<file path="src/rtl/alu_issue_if.sv">
// Bundles the fetch handshake, ALU issue/return, branch report and debug read
// signals between the issue controller and its environment.
interface alu_issue_if #(
    parameter int DATA_W = 16
);
    logic              instr_valid;
    logic              instr_ready;
    logic [15:0]       instr;
    logic [3:0]        alu_opcode;
    logic [DATA_W-1:0] alu_a;
    logic [DATA_W-1:0] alu_b;
    logic              alu_zero;
    logic [DATA_W-1:0] alu_result;
    logic              br_valid;
    logic              br_taken;
    logic [3:0]        br_offset;
    logic              illegal;
    logic [3:0]        dbg_addr;
    logic [DATA_W-1:0] dbg_data;

    modport master (
        input  instr_valid, instr, alu_zero, alu_result, dbg_addr,
        output instr_ready, alu_opcode, alu_a, alu_b,
               br_valid, br_taken, br_offset, illegal, dbg_data
    );

    modport slave (
        output instr_valid, instr, alu_zero, alu_result, dbg_addr,
        input  instr_ready, alu_opcode, alu_a, alu_b,
               br_valid, br_taken, br_offset, illegal, dbg_data
    );
endinterface

</file>
<file path="src/rtl/alu_issue_ctrl.sv">
// Issue controller for a registered ALU: decodes 16-bit instructions, reads a
// 16-entry register file, drives the ALU, writes results back and reports branches.
module alu_issue_ctrl #(
    parameter int         DATA_W = 16,
    parameter logic [3:0] NOP_OP = 4'b0000
) (
    input  logic         clk,
    input  logic         rst_n,
    alu_issue_if.master  bus
);
    localparam logic [3:0] OP_LI  = 4'b0001;
    localparam logic [3:0] OP_ADD = 4'b0010;
    localparam logic [3:0] OP_SUB = 4'b0011;
    localparam logic [3:0] OP_BEQ = 4'b0100;

    typedef enum logic [1:0] {
        S_IDLE  = 2'd0,
        S_ISSUE = 2'd1,
        S_WAIT  = 2'd2,
        S_WB    = 2'd3
    } state_t;

    state_t            r_state;
    state_t            w_state_nxt;
    logic              r_instr_ready;
    logic [3:0]        r_op;
    logic [3:0]        r_rd;
    logic [3:0]        r_off;
    logic [3:0]        r_alu_opcode;
    logic [DATA_W-1:0] r_alu_a;
    logic [DATA_W-1:0] r_alu_b;
    logic [DATA_W-1:0] r_result;
    logic              r_br_valid;
    logic              r_br_taken;
    logic [3:0]        r_br_offset;
    logic              r_illegal;
    logic [DATA_W-1:0] r_regs [16];

    logic              w_fire;
    logic [3:0]        w_op;
    logic              w_is_li;
    logic              w_is_alu;
    logic              w_is_illegal;
    logic [3:0]        w_src_a;
    logic [3:0]        w_src_b;
    logic [DATA_W-1:0] w_val_a;
    logic [DATA_W-1:0] w_val_b;
    logic              w_wb_en;

    assign w_fire       = bus.instr_valid & r_instr_ready;
    assign w_op         = bus.instr[15:12];
    assign w_is_li      = (w_op == OP_LI);
    assign w_is_alu     = (w_op == OP_ADD) || (w_op == OP_SUB) || (w_op == OP_BEQ);
    assign w_is_illegal = !w_is_li && !w_is_alu;

    // BEQ has no destination, so its rd slot names the first compare register
    // and [3:0] is free to carry the branch offset.
    assign w_src_a = (w_op == OP_BEQ) ? bus.instr[11:8] : bus.instr[7:4];
    assign w_src_b = (w_op == OP_BEQ) ? bus.instr[7:4]  : bus.instr[3:0];
    assign w_val_a = (w_src_a == 4'd0) ? {DATA_W{1'b0}} : r_regs[w_src_a];
    assign w_val_b = (w_src_b == 4'd0) ? {DATA_W{1'b0}} : r_regs[w_src_b];

    assign w_wb_en = (r_state == S_WB) && ((r_op == OP_ADD) || (r_op == OP_SUB))
                     && (r_rd != 4'd0);

    // Next-state decode for the issue sequence
    always_comb begin
        w_state_nxt = r_state;
        case (r_state)
            S_IDLE: begin
                if (w_fire && w_is_alu) begin
                    w_state_nxt = S_ISSUE;
                end else begin
                    w_state_nxt = S_IDLE;
                end
            end
            S_ISSUE: w_state_nxt = S_WAIT;
            S_WAIT:  w_state_nxt = S_WB;
            S_WB:    w_state_nxt = S_IDLE;
            default: w_state_nxt = S_IDLE;
        endcase
    end

    // State register and registered ready
    always_ff @(posedge clk or negedge rst_n) begin
        if (!rst_n) begin
            r_state       <= S_IDLE;
            r_instr_ready <= 1'b1;
        end else begin
            r_state       <= w_state_nxt;
            r_instr_ready <= (w_state_nxt == S_IDLE);
        end
    end

    // Instruction latch, ALU drive and result capture
    always_ff @(posedge clk or negedge rst_n) begin
        if (!rst_n) begin
            r_op         <= 4'd0;
            r_rd         <= 4'd0;
            r_off        <= 4'd0;
            r_alu_opcode <= NOP_OP;
            r_alu_a      <= {DATA_W{1'b0}};
            r_alu_b      <= {DATA_W{1'b0}};
            r_result     <= {DATA_W{1'b0}};
        end else begin
            if (w_fire) begin
                r_op  <= w_op;
                r_rd  <= bus.instr[11:8];
                r_off <= bus.instr[3:0];
            end
            if (w_fire && w_is_alu) begin
                r_alu_opcode <= (w_op == OP_BEQ) ? OP_SUB : w_op;
                r_alu_a      <= w_val_a;
                r_alu_b      <= w_val_b;
            end else begin
                r_alu_opcode <= NOP_OP;
            end
            if (r_state == S_WAIT) begin
                r_result <= bus.alu_result;
            end
        end
    end

    // Branch report and illegal-opcode pulses
    always_ff @(posedge clk or negedge rst_n) begin
        if (!rst_n) begin
            r_br_valid  <= 1'b0;
            r_br_taken  <= 1'b0;
            r_br_offset <= 4'd0;
            r_illegal   <= 1'b0;
        end else begin
            if ((r_state == S_WAIT) && (r_op == OP_BEQ)) begin
                r_br_valid  <= 1'b1;
                r_br_taken  <= bus.alu_zero;
                r_br_offset <= r_off;
            end else begin
                r_br_valid  <= 1'b0;
                r_br_taken  <= 1'b0;
                r_br_offset <= 4'd0;
            end
            r_illegal <= w_fire && w_is_illegal;
        end
    end

    // Register file; r0 is never written
    always_ff @(posedge clk or negedge rst_n) begin
        if (!rst_n) begin
            for (int i = 0; i < 16; i++) begin
                r_regs[i] <= {DATA_W{1'b0}};
            end
        end else begin
            if (w_fire && w_is_li && (bus.instr[11:8] != 4'd0)) begin
                r_regs[bus.instr[11:8]] <= {{(DATA_W-8){1'b0}}, bus.instr[7:0]};
            end else if (w_wb_en) begin
                r_regs[r_rd] <= r_result;
            end
        end
    end

    assign bus.instr_ready = r_instr_ready;
    assign bus.alu_opcode  = r_alu_opcode;
    assign bus.alu_a       = r_alu_a;
    assign bus.alu_b       = r_alu_b;
    assign bus.br_valid    = r_br_valid;
    assign bus.br_taken    = r_br_taken;
    assign bus.br_offset   = r_br_offset;
    assign bus.illegal     = r_illegal;
    assign bus.dbg_data    = (bus.dbg_addr == 4'd0) ? {DATA_W{1'b0}} : r_regs[bus.dbg_addr];
endmodule

</file>
<file path="src/flat_wrapper.sv">
// flat-port wrapper written by rule: the top's interface ports become plain ports
module alu_issue_ctrl_flat 
#(
    parameter int         DATA_W = 16,
    parameter logic [3:0] NOP_OP = 4'b0000
)
  (clk, rst_n, bus_instr_valid, bus_instr, bus_alu_zero, bus_alu_result, bus_dbg_addr, bus_instr_ready, bus_alu_opcode, bus_alu_a, bus_alu_b, bus_br_valid, bus_br_taken, bus_br_offset, bus_illegal, bus_dbg_data);
  alu_issue_if #(.DATA_W(DATA_W)) bus_i ();
  input  logic clk;
  input  logic rst_n;
  input wire logic [$bits(bus_i.instr_valid)-1:0] bus_instr_valid;
  input wire logic [$bits(bus_i.instr)-1:0] bus_instr;
  input wire logic [$bits(bus_i.alu_zero)-1:0] bus_alu_zero;
  input wire logic [$bits(bus_i.alu_result)-1:0] bus_alu_result;
  input wire logic [$bits(bus_i.dbg_addr)-1:0] bus_dbg_addr;
  output wire logic [$bits(bus_i.instr_ready)-1:0] bus_instr_ready;
  output wire logic [$bits(bus_i.alu_opcode)-1:0] bus_alu_opcode;
  output wire logic [$bits(bus_i.alu_a)-1:0] bus_alu_a;
  output wire logic [$bits(bus_i.alu_b)-1:0] bus_alu_b;
  output wire logic [$bits(bus_i.br_valid)-1:0] bus_br_valid;
  output wire logic [$bits(bus_i.br_taken)-1:0] bus_br_taken;
  output wire logic [$bits(bus_i.br_offset)-1:0] bus_br_offset;
  output wire logic [$bits(bus_i.illegal)-1:0] bus_illegal;
  output wire logic [$bits(bus_i.dbg_data)-1:0] bus_dbg_data;
  assign bus_i.instr_valid = bus_instr_valid;
  assign bus_i.instr = bus_instr;
  assign bus_i.alu_zero = bus_alu_zero;
  assign bus_i.alu_result = bus_alu_result;
  assign bus_i.dbg_addr = bus_dbg_addr;
  assign bus_instr_ready = bus_i.instr_ready;
  assign bus_alu_opcode = bus_i.alu_opcode;
  assign bus_alu_a = bus_i.alu_a;
  assign bus_alu_b = bus_i.alu_b;
  assign bus_br_valid = bus_i.br_valid;
  assign bus_br_taken = bus_i.br_taken;
  assign bus_br_offset = bus_i.br_offset;
  assign bus_illegal = bus_i.illegal;
  assign bus_dbg_data = bus_i.dbg_data;
  alu_issue_ctrl #(.DATA_W(DATA_W), .NOP_OP(NOP_OP)) u_core (.clk(clk), .rst_n(rst_n), .bus(bus_i));
endmodule
</file>
<file path="config.mk">
export PLATFORM = sky130hd
export DESIGN_NAME = alu_issue_ctrl_flat
export DESIGN_NICKNAME = d
export VERILOG_FILES = /design/src/rtl/alu_issue_if.sv /design/src/rtl/alu_issue_ctrl.sv /design/src/flat_wrapper.sv
export SDC_FILE = /design/constraint.sdc
export NUM_CORES = 1
export LEC_CHECK = 0
export BUFFER_PORTS_ARGS = -buffer_cell sky130_fd_sc_hd__buf_2
export CORE_MARGIN = 10
export CORE_UTILIZATION = 45
export CTS_BUF_LIST = sky130_fd_sc_hd__clkbuf_8
export CTS_CLUSTER_DIAMETER = 200
export DETAILED_ROUTE_END_ITERATION = 6
export SLEW_MARGIN = 20
export SYNTH_ARGS = -nofsm -noshare
export SYNTH_HDL_FRONTEND = slang
export SYNTH_SLANG_ARGS = --single-unit
</file>
<file path="constraint.sdc">
create_clock -name clk -period 5.6 [get_ports clk]
set_input_delay 1.12 -clock clk [delete_from_list [all_inputs] [get_ports clk]]
set_output_delay 1.12 -clock clk [all_outputs]
set_load 0.05 [all_outputs]
</file>
After elaboration in Yosys (flattened, before gate mapping)
Index checks and enable logic that the tools add are counted.

Magnitude comparators: 7. Eq/ne operators: 10. Muxes and demuxes: 29. Bitwise logic cells: 6. Reductions and logical operators: 23.

Operators by type and width (number): 256-bit bitwise mux (2); 256-bit two-way mux (2); 16-bit binary-select mux with 4-bit select (3); 16-bit two-way mux (11); 16-bit demux with 4-bit select (2); 5-bit >= comparator, second input constant (5); 4-bit inverter with 5-bit output (5); 4-bit two-way mux (5); 4-bit by 2-bit == test with 1-bit output, second input constant (4); 4-bit logical NOT (3); 1-bit logical AND (10); 5-bit by 1-bit less-than comparator with 1-bit output, second input constant (2); 4-bit by 3-bit == test with 1-bit output, second input constant (2); 2-bit one-hot mux with 4 select lines (1); 4-bit nonzero test (2); 2-bit == test, second input constant (2); 4-bit by 1-bit == test with 1-bit output, second input constant (1); 2-bit logical NOT (2); 1-bit logical OR (3); 1-bit two-way mux (3); 2-bit by 1-bit == test with 1-bit output, second input constant (1); 1-bit logical NOT (2); 2-bit nonzero test (1); 1-bit AND (1).

Register bits after elaboration: 330.

Logic depth before layout (Yosys ltp)
Word-level depth: 8. Mapped depth: 12.

Worst setup path after synthesis
OpenSTA, ideal clock, no wires.

Path type: input -> output. Start point: input port bus_dbg_addr[0]. End point: output port bus_dbg_data[0]. Arrival: 3.376 ns. Slack: 1.104 ns. Cell stages on the path: 5. Path buffers: 2. Cell sequence: clkbuf_1 buf_1 mux4_2 mux4_2 nor2b_1.

Longest elaborated chain between the ends: 5.

RTL lines: from (decl) (RTL line flat_wrapper.sv:15) `input wire logic [$bits(bus_i.dbg_addr)-1:0] bus_dbg_addr;`; 4-bit inverter with 5-bit output (not written as such) (RTL line alu_issue_ctrl.sv:168) `assign bus.dbg_data = (bus.dbg_addr == 4'd0) ? {DATA_W{1'b0}} : r_regs[bus.dbg_addr];`; 16-bit binary-select mux with 4-bit select (RTL line alu_issue_ctrl.sv:168); 16-bit two-way mux (not written as such) (2 in a row) (RTL line alu_issue_ctrl.sv:168); 16-bit two-way mux * (RTL line alu_issue_ctrl.sv:168); to (decl) (RTL line flat_wrapper.sv:24) `output wire logic [$bits(bus_i.dbg_data)-1:0] bus_dbg_data;`.

Mark *: on every way between the ends. The rest lies on a longest branch, timed or not. The select of a mux whose other input is x is not followed.

Worst setup path after layout
Start point: input port bus_dbg_addr[1]. End point: output port bus_dbg_data[13].

The elaborated chain is that of the path after synthesis.

==> reports/metrics.cfg <==
[setup_path]
cp-end-kind=output pin
rrSetupSlack_ps=2110
path_depth=6
path_buf_inv=3
max_stage_delay_ps=560
cp_top_family=buffers and inverters
endpoint=bus_dbg_data[13]
crit_path_start=bus_dbg_addr[1]
ff2ff_path_depth=9
path_max_fanout=31
crit_chain=buf_2, buf_4, mux4_2, mux4_2, nor2b_1, buf_2
start_kind=input port
r2r-end=u_core.bus.alu_b[3]
cp_data_arrival_time_ps=3540
crit_required_ps=4480
r2r_start=u_core.bus.instr_ready
path_class=input port to output pin
slowest_stage=buf_4

[global_route]
track_usage=0.301
first_global_vias=17600
gr-usage-met2=0.428
grt_busiest_layer=met1
met1_usage=0.439
met3_usage=0.0746
grt_pass1_wl_um=121000
grt_max_degree=114
overflow=0
antenna_found_initial=5

[clocking]
clk-insertion-delay-late_ps=670
postCtsResizedCells=0
cts_htree_levels=2
cts_tree=done
postCtsSetupRepairBufs=0
cts.clk_slew.worst_paths_ps=60
numClockSinks=330
cts-root-buf=clkbuf_8
cts_hold_buf=0
cts_made_buffers=60
cts_buffer_depth=3

[layout]
final_cell_mix=652 x nand2_1, 329 x dfrtp_1, 121 x o21ai_0, 111 x a22oi_1, 108 x mux4_2
diodes=0
area_growth_pct=11.3
drive_above_1_share=0.204
nets=2202
final_common_cell=nand2_1
layoutNonFillerInstCount=2798

[synthesis]
synth_area_per_cell_sq_um=9.34
mappedNetlistArea_sq_um=20000
ys_ff_latch=330
ys_warn_count=0
synthFlopType=dfrtp_1
synthArstFlopShare=1.00
synth_cell_types=72
synth_edf_count=0
ys_seq_area_frac=0.414
syn-instance-count=2138

[placed_design]
io_buffers=99
dp_cells=2689
dpl.hpwl_um=58100
place_congestion=0.987

[timing]
finalSetupViolCount=0
hold_viol=0
rsz0062_at_grt=no
fmax_mhz=215
final.min_clock_period_ps=4660
tns_ps=0
relSlewSlack=0.238
slew_viol_final=0
worstMarginPinSlew_ps=1120
fin_skew_ps=19.2
period_share=0.831

[pwr]
p_leak_nw=9.45
irDropWorstVdd_v=0.000310
power_mw=8.73
powerDensity_nw_per_um2=393

[flow_run]
cap_viol_max_count=0

[drt]
drt_iter0_drc=2867
detail_route.wl_per_cell_um=29.2
totalWireLength_um=81600
avgViaCountPerCell=6.61
drt_pass1_iterations=7
drc=0
via_count=18500
ant_nets=0

[die]
num_rows=77
dieArea_sq_um=53200
pin_count=100
die_h_um=231
start_util=0.454
core-area_sq_um=44000
die_w_um=231

[worst_hold_path]
hp-class=flop to flop

[outcome]
status=finished clean

## layout make-up
type / count / area, sq um
Multi-Input combinational cell: 1600 / 10900
Inverter: 14 / 52.6
Clock inverter: 32 / 214
Timing Repair Buffer: 153 / 951
Sequential cell: 330 / 8260
Fill cell: 4120 / 21800
Clock buffer: 77 / 1060
Tap cell: 592 / 741
## worst min path at each step
stage	from	to	slack, ps	cells after the start
2_1_floorplan	u_core.r_regs[253]	u_core.r_regs[253]	440	1
3_3_place_gp	u_core.r_regs[244]	u_core.r_regs[244]	400	0
3_5_place_dp	u_core.r_regs[244]	u_core.r_regs[244]	400	0
4_1_cts	u_core.r_regs[244]	u_core.r_regs[244]	410	0
5_1_grt	u_core.r_regs[244]	u_core.r_regs[244]	430	0
6_report	u_core.r_regs[244]	u_core.r_regs[244]	420	0
## worst reg2reg max path, stage by stage (launching register included)
cell and delay, ps:
dfstp_2 550, nand3b_1 450, buf_4 370, a21o_2 460, clkinv_1 110, buf_4 260, o311ai_2 330, nor3_1 520
a22oi_1 240, nand3_1 130
## registers in the layout (all words and copies together) (netlist names), 4 cells and up
signal	flops
u_core.r_rd	4
u_core.r_op	4
u_core.r_result	16
u_core.r_regs	256
u_core.bus.alu_a	16
u_core.bus.alu_opcode	4
u_core.bus.alu_b	16
u_core.r_off	4
u_core.bus.br_offset	4
## report_power, final
group	internal [mW]	switching [mW]	leakage, nW
clock	1.37	1.11	0.733
combinational	0.874	1.40	4.22
sequential	2.88	1.09	4.49
total	5.12	3.60	9.45
## metal layers
metal | part of all wire | wire length, um | vias to the layer above
met5 | 0.00066 | 54 | -
met4 | 0.032 | 2650 | 8
li1 | - | - | 7799
met2 | 0.42 | 34400 | 1289
met1 | 0.42 | 34200 | 9231
met3 | 0.13 | 10300 | 175
## cells in the mapped netlist, drive strengths merged, types with 2 or more instances
cell type  number  area, sq um
nand2         652         2450
dfrtp         329         8230
clkbuf        134          503
o21ai         130          662
a22oi         111          833
mux4          108         2430
nand3          90          450
mux2i          63          634
buf            61          318
a21oi          59          295
a22o           56          490
nor2           54          208
mux2           37          428
nand4          36          225
nor4           24          221
a32oi          23          201
a21o           18          135
nor2b          18          113
a221oi         15          138
nor3           15          111
inv            13         48.8
a222oi          8         80.1
a31oi           8         50.1
nand2b          8         50.1
nor4b           8          116
or3             8         50.1
and2            6         37.5
a211oi          5         47.5
or3b            5         43.8
a221o           4         40.0
ha              3         37.5
nand3b          3         22.5
o311ai          3         68.8
o211ai          2         15.0
o21a            2         15.0
o31ai           2         15.0
or2             2         12.5
## through the flow
step | hold slack (ps) | cell area, sq um | utilization | worst slack [ps]
after global routing | 434 | 22200 | 0.505 | 908
after global placement | 403 | 20900 | 0.476 | 1010
after CTS | 415 | 22200 | 0.504 | 989
final | 416 | 22200 | 0.505 | 945
after floorplan | 441 | 20000 | - | 1100
after detailed placement | 399 | 20900 | 0.476 | 995
## cell families (layout without fill, tap and decap cells)
logic type      Yosys count  count (layout)  share of synthesized area
compound gates          451             451                      0.157
fa+ha+maj                 3               3                    0.00188
buf+inv                 209             276                     0.0437
flops                   330             330                      0.414
mux                     208             208                      0.175
other cells               1               2                   0.000188
simple gates            936             936                      0.209
Note: power is estimated with default switching activity, not from simulation.
